<file path="config.mk">
export PLATFORM = sky130hd
export DESIGN_NAME = uart_tx_framer
export DESIGN_NICKNAME = d
export VERILOG_FILES = /design/src/rtl/uart_tx_framer.sv
export SDC_FILE = /design/constraint.sdc
export NUM_CORES = 1
export LEC_CHECK = 0
export ABC_AREA = 0
export BUFFER_PORTS_ARGS = -buffer_cell sky130_fd_sc_hd__buf_2
export CAP_MARGIN = 20
export CORE_MARGIN = 4
export CORE_UTILIZATION = 55
export DETAILED_ROUTE_END_ITERATION = 7
export PLACE_DENSITY_LB_ADDON = 0.15
export SETUP_SLACK_MARGIN = 0.05
export SYNTH_ARGS = -nofsm -noshare
export SYNTH_HDL_FRONTEND = slang
export SYNTH_SLANG_ARGS = --single-unit
</file>
<file path="constraint.sdc">
create_clock -name clk -period 2.2 [get_ports clk]
set_input_delay 0.22 -clock clk [delete_from_list [all_inputs] [get_ports clk]]
set_output_delay 0.22 -clock clk [all_outputs]
set_load 0.02 [all_outputs]
</file>
<file path="src/rtl/uart_tx_framer.sv">
// UART 8N1 transmitter, LSB first, CLKS_PER_BIT clocks per bit.
// Define UART_TX_PARITY_EN to insert an even-parity bit after the data bits.
module uart_tx_framer #(
  parameter int CLKS_PER_BIT = 13021,
  localparam int CNT_W = $clog2(CLKS_PER_BIT)
) (
  input  logic       clk,
  input  logic       reset_p,
  input  logic [7:0] tx_data,
  input  logic       tx_valid,
  output logic       tx_ready,
  output logic       TX,
  output logic       busy,
  output logic       tx_done
);

  if (CLKS_PER_BIT < 2) begin : g_cpb_chk
    $error("uart_tx_framer: CLKS_PER_BIT must be >= 2");
  end

  typedef enum logic [2:0] {
    S_IDLE,
    S_START,
    S_DATA,
`ifdef UART_TX_PARITY_EN
    S_PARITY,
`endif
    S_STOP
  } state_t;

  localparam logic [CNT_W-1:0] CNT_LAST = CNT_W'(CLKS_PER_BIT - 1);

  state_t           state_q, state_d;
  logic [CNT_W-1:0] cnt_q, cnt_d;
  logic [2:0]       idx_q, idx_d;
  logic [7:0]       shift_q, shift_d;
  logic             tx_q, tx_d;
  logic             ready_q, ready_d;
  logic             busy_q, busy_d;
  logic             done_q, done_d;
  logic             tc;
  logic [2:0]       idx_nxt;

  assign tc      = (cnt_q == CNT_LAST);
  assign idx_nxt = idx_q + 3'd1;

  always_comb begin
    state_d = state_q;
    cnt_d   = cnt_q;
    idx_d   = idx_q;
    shift_d = shift_q;
    tx_d    = tx_q;
    ready_d = ready_q;
    busy_d  = busy_q;
    done_d  = 1'b0;
    if (state_q != S_IDLE) begin
      cnt_d = tc ? '0 : cnt_q + CNT_W'(1);
    end
    unique case (state_q)
      S_IDLE: begin
        tx_d    = 1'b1;
        ready_d = 1'b1;
        busy_d  = 1'b0;
        if (tx_valid && ready_q) begin
          shift_d = tx_data;
          state_d = S_START;
          tx_d    = 1'b0;
          ready_d = 1'b0;
          busy_d  = 1'b1;
          cnt_d   = '0;
        end
      end
      S_START: begin
        if (tc) begin
          state_d = S_DATA;
          idx_d   = 3'd0;
          tx_d    = shift_q[0];
        end
      end
      S_DATA: begin
        if (tc) begin
          if (idx_q != 3'd7) begin
            idx_d = idx_nxt;
            tx_d  = shift_q[idx_nxt];
          end else begin
`ifdef UART_TX_PARITY_EN
            state_d = S_PARITY;
            tx_d    = ^shift_q;
`else
            state_d = S_STOP;
            tx_d    = 1'b1;
`endif
          end
        end
      end
`ifdef UART_TX_PARITY_EN
      S_PARITY: begin
        if (tc) begin
          state_d = S_STOP;
          tx_d    = 1'b1;
        end
      end
`endif
      S_STOP: begin
        if (tc) begin
          state_d = S_IDLE;
          tx_d    = 1'b1;
          ready_d = 1'b1;
          busy_d  = 1'b0;
          done_d  = 1'b1;
        end
      end
      default: begin
        state_d = S_IDLE;
        tx_d    = 1'b1;
        ready_d = 1'b1;
        busy_d  = 1'b0;
      end
    endcase
  end

  // Reset forces the line idle at once, abandoning any frame in flight.
  always_ff @(posedge clk or posedge reset_p) begin
    if (reset_p) begin
      state_q <= S_IDLE;
      cnt_q   <= '0;
      idx_q   <= '0;
      shift_q <= '0;
      tx_q    <= 1'b1;
      ready_q <= 1'b1;
      busy_q  <= 1'b0;
      done_q  <= 1'b0;
    end else begin
      state_q <= state_d;
      cnt_q   <= cnt_d;
      idx_q   <= idx_d;
      shift_q <= shift_d;
      tx_q    <= tx_d;
      ready_q <= ready_d;
      busy_q  <= busy_d;
      done_q  <= done_d;
    end
  end

  assign TX       = tx_q;
  assign tx_ready = ready_q;
  assign busy     = busy_q;
  assign tx_done  = done_q;

endmodule

</file>
Word-level counts from Yosys, hierarchy flattened
Cells that the tools add are included.
{"block": "word_totals", "ff_bits": 32, "in_bits": 11, "out_inout_bits": 4, "elab_cells": 60}
{"block": "op_classes", "n_addsub": 2, "magnitude_cmp": 1, "n_eq_ne": 11, "mux": 27, "n_bitwise": 1, "reduce_logical": 10}
{"op": "two-way mux 14 bit", "count": 4}
{"op": "two-way mux 3 bit", "count": 7}
{"op": "adder 14 x 1 -> 14 bit (second input constant)", "count": 1}
{"op": "== test 14 bit (second input constant)", "count": 1}
{"op": "inequality test 2 bit (second input constant)", "count": 6}
{"op": "case mux 3 bit (4 select lines)", "count": 1}
{"op": "two-way mux 1 bit", "count": 10}
{"op": "== test 3 x 2 -> 1 bit (second input constant)", "count": 2}
{"op": "case mux 1 bit (3 select lines)", "count": 2}
{"op": "case mux 3 bit (2 select lines)", "count": 1}
{"op": "AND reduction 5 bit", "count": 1}
{"op": "less-than comparator 3 x 4 -> 1 bit (second input constant)", "count": 1}
{"op": "case mux 1 bit (4 select lines)", "count": 1}
{"op": "AND reduction 2 bit", "count": 2}
{"op": "AND reduction 4 bit", "count": 1}
{"op": "adder 3 x 1 -> 3 bit (second input constant)", "count": 1}
{"op": "binary-select mux 1 bit (select 3 bit)", "count": 1}
{"op": "== test 3 x 1 -> 1 bit (second input constant)", "count": 1}
{"op": "logical NOT 3 bit", "count": 1}
{"op": "inequality test 3 bit (second input constant)", "count": 1}
{"op": "AND reduction 3 bit", "count": 1}
{"op": "nonzero test 3 bit", "count": 1}
{"op": "nonzero test 2 bit", "count": 1}
{"op": "OR reduction 2 bit", "count": 1}
{"op": "2 further kinds", "count": 2}

Depth between registers and ports, before layout
{"block": "depth", "depth_word": 6, "mapped_depth": 8}

Worst setup path after synthesis
OpenSTA, ideal clock, no wires.
{"block": "synth_timing", "kind": "reg-to-reg", "start": "register cnt_q[0]", "end": "register ready_q, in the netlist tx_ready", "setup_ns": 0.085, "arrival_ns": 1.861, "required_ns": 2.115, "setup_slack_ns": 0.254, "path_stages_with_launch": 7, "synth_period_minus_slack_ns": 1.946, "cell_sequence": "dfrtp_1 -> inv_1 -> ha_1 -> nand4bb_1 -> or4_4 -> a21oi_4 -> mux2_1"}
{"block": "synth_via", "elab_chain_len": 3}
{"element": "from (decl)", "line_no": "34", "source": "logic [CNT_W-1:0] cnt_q, cnt_d;"}
{"element": "from (signal assigned)", "line_no": "135", "source": "cnt_q <= cnt_d;"}
{"element": "== test 14 bit", "line_no": "44", "source": "assign tc = (cnt_q == CNT_LAST);"}
{"element": "inequality test 2 bit (no source line)"}
{"element": "AND reduction 2 bit (no source line)"}
{"element": "to (signal assigned)", "line_no": "139", "source": "ready_q <= ready_d;"}
{"element": "to (decl)", "line_no": "38", "source": "logic ready_q, ready_d;"}
Every way passes these cells.
A chain may end at the register's enable or synchronous reset.

Final worst setup path
Ends and elaborated chain as after synthesis.

==> run_results.csv <==
group,metric,value,unit
floorplan,die_w,63.7,µm
critical_path,cp.arrival,2.34,ns
clocking,cts.path.max_buffers,2,
sta,hold_viol_final,0,
clocking,cts_root_buf,"clkbuf_4",
logic_synthesis,synth_area,0.00171,mm²
logic_synthesis,avgSynthCellArea,10.8,µm²
power,ir_drop,0.000392,V
sta,slew_viol_final,0,
critical_path,worstSetupEndpoint,"tx_ready$_DFFE_PP1P_",
outcome,outcome,"complete, no violations",
cells_and_area,area_growth,13.3,%
critical_path,worstSetupEndpointType,"flop",
clocking,clkSlewWorstSetupHoldPaths,0.10,ns
logic_synthesis,synth.distinct_cells,41,
detailed_routing,dr.pass1.iters,5,
critical_path,critPathRequiredTime,2.47,ns
sta,min_period,2.07,ns
detailed_routing,drt-initial-drc-count,99,
sta,slew_headroom,60.8,%
global_route,grt_overflow_total,0,
sta,fin_setup_tns,0,ns
flow_run,cap_violations,0,
critical_path,timing.rr.start,"cnt_q[0]$_DFF_PP0_",
clocking,clock_sinks,31,
critical_path,rr_endpoint,"tx_ready$_DFFE_PP1P_",
logic_synthesis,synth_edf_count,0,
sta,worst_pin_slew,0.588,ns
clocking,clkLatencyLatePin,0.34,ns
detailed_routing,num_vias,1349,
sta,rsz0062_at_grt,"no",
detailed_routing,antenna_left,0,
critical_path,crit_type,"flop to flop",
critical_path,critPathMaxFanout,4,
logic_synthesis,synthArstFlopShare,100,%
cells_and_area,drive_gt1_share,26.8,%
cells_and_area,final_common_cell,"dfrtp_1",
global_route,grt_pass1_wl,6340,µm
critical_path,r2r_setup_slack,0.13,ns
sta,clock.fmax,0.483,GHz
floorplan,core,0.00285,mm²
power,p_leak,0.908,nW
cells_and_area,n_fill_cell,207,
cells_and_area,nNetsFinal,202,
sta,fin_crit_sh,94.0,%
placed_design,place_inst,203,
logic_synthesis,ys_warn_count,0,
floorplan,io_pins,15,
clocking,cts_buffers,5,
logic_synthesis,ys.flop_type,"dfrtp_1",
global_route,busiest_layer,"met2",
global_route,grt_pass1_vias,1400,
global_route,grt_max_degree,32,
placed_design,hpwl,2590,µm
logic_synthesis,synth_area_leaders,"dfrtp_1, ha_1, mux2_2",
global_route,grt_util_met3,6.75,%
cells_and_area,fin_area,0.00193,mm²
floorplan,initial_core_util,59.8,%
logic_synthesis,netlist.area_leader.share,42.5,%
critical_path,reg2reg_depth,6,
cells_and_area,layout_common_cells,"dfrtp_1, buf_2, nand2_1",
placed_design,postPlaceCellArea,0.00181,mm²
power,power_per_cell_area,502,mW/mm²
sta,skew,0.00731,ns
global_route,antenna_found_initial,0,
critical_path,startpoint,"cnt_q[0]$_DFF_PP0_",
clocking,cts_tree,"done",
global_route,use_met1,25.9,%
placed_design,gp_congestion,0.916,
floorplan,die_area,0.00406,mm²
global_route,use_met2,31.0,%
cells_and_area,final_cell_count_no_fill,214,
critical_path,critPathLaunchType,"flop",
floorplan,die_y,63.7,µm
logic_synthesis,yosysSeqAreaShare,45.6,%
worst_hold_path,hp-class,"primary input to flop",
detailed_routing,drc,0,
placed_design,numPortBuffers,14,
logic_synthesis,synth.largest_area_cell,"dfrtp_1",
global_route,track_usage,19.9,%
detailed_routing,post_drt_via_cell_ratio,6.30,
logic_synthesis,synthCells,158,
detailed_routing,routedWlPerCell,17.2,µm
logic_synthesis,synthesis.nets,178,
cells_and_area,antenna_cells,0,
sta,setup_viol,0,
logic_synthesis,synth-seq-cells,31,
clocking,h-tree-depth,2,
detailed_routing,routed_wl,3690,µm
floorplan,rows,19,
-- stage by stage --
stage / power [mW] / util (%) / setup WS, ns / hold WS, ns
floorplan: 0.589 / - / 0.254 / 0.322
global route: 1.02 / 67.8 / 0.0510 / 0.101
global placement: 0.602 / 63.6 / 0.181 / 0.309
detailed placement: 0.603 / 63.6 / 0.0573 / 0.335
finish: 0.971 / 67.8 / 0.131 / 0.110
CTS: 0.978 / 66.4 / 0.0987 / 0.109
-- layout make-up --
| cell class | instances | area [µm²] | area share (%) |
|---|---|---|---|
| clock buffers | 8 | 68.8 | 3.56 |
| inverters | 10 | 37.5 | 1.94 |
| multi-input cells | 113 | 885 | 45.8 |
| flip-flops and latches | 31 | 778 | 40.3 |
| well taps | 31 | 38.8 | 2.01 |
| repair buffers | 21 | 125 | 6.47 |
-- synth_stat cells, drive strengths merged (3+ instances only) --
| cell type | instances |
|---|---|
| dfrtp | 29 |
| nand2 | 13 |
| mux2 | 11 |
| o21ai | 11 |
| inv | 10 |
| a21oi | 9 |
| ha | 9 |
| a31oi | 8 |
| nand3 | 6 |
| nor3 | 5 |
| buf | 4 |
| nand2b | 3 |
| nor2 | 3 |
| xnor2 | 3 |
-- worst min path at each step --
stage / startpoint / endpoint / depth (start not counted) / slack (ns)
global route: tx_data[0] / shift_q[0]$_DFFE_PP0P_ / 2 / 0.10
detailed placement: reset_p / busy$_DFFE_PP0P_ / 3 / 0.33
finish: tx_data[0] / shift_q[0]$_DFFE_PP0P_ / 2 / 0.11
global placement: reset_p / busy$_DFFE_PP0P_ / 3 / 0.31
floorplan: reset_p / busy$_DFFE_PP0P_ / 1 / 0.32
CTS: tx_data[0] / shift_q[0]$_DFFE_PP0P_ / 2 / 0.11
-- report_power, final --
group	internal [mW]	switching, mW
clock	0.188	0.192
sequential	0.569	0
combinational	0.00872	0.0136
total	0.766	0.205
-- per-layer routing --
metal | up-vias | share of wire [%]
li1 | 635 | -
met1 | 663 | 44
met2 | 45 | 49
met3 | 6 | 6.0
met4 | 0 | 1.2
met5 | - | 0
-- registers in the layout, indices dropped and copies added, names as in the netlist --
| signal | flops |
|---|---|
| TX | 1 |
| tx_done | 1 |
| busy | 1 |
| idx_q | 3 |
| cnt_q | 14 |
| shift_q | 8 |
| state_q | 2 |
| tx_ready | 1 |
-- cells by family (layout without fill, tap and decap cells) --
kind of cell	Yosys count	count (layout)	share of synthesized area (%)
buf+inv	14	39	4.11
mux	14	14	10.5
flops	31	31	45.6
fa+ha+maj	9	9	6.60
simple gates	46	46	15.7
compound gates	41	41	16.0
xor+xnor	3	3	1.54
-- repair_timing --
action                                 in CTS  in global routing
buffers inserted                            0                  2
endpoints found under the hold margin      29                  0
resized for setup                           1                  2
pin swaps                                   0                  0
setup endpoints to repair                   1                  4
hold buffers                                1                  0
-- critical path: stages (launching register included) --
cell and delay [ns]:
dfrtp_1 0.43, inv_1 0.09, ha_1 0.21, nand4bb_4 0.16, or4_4 0.57, a21oi_4 0.20
mux2_1 0.34
Note: power is estimated with default switching activity, not from simulation.
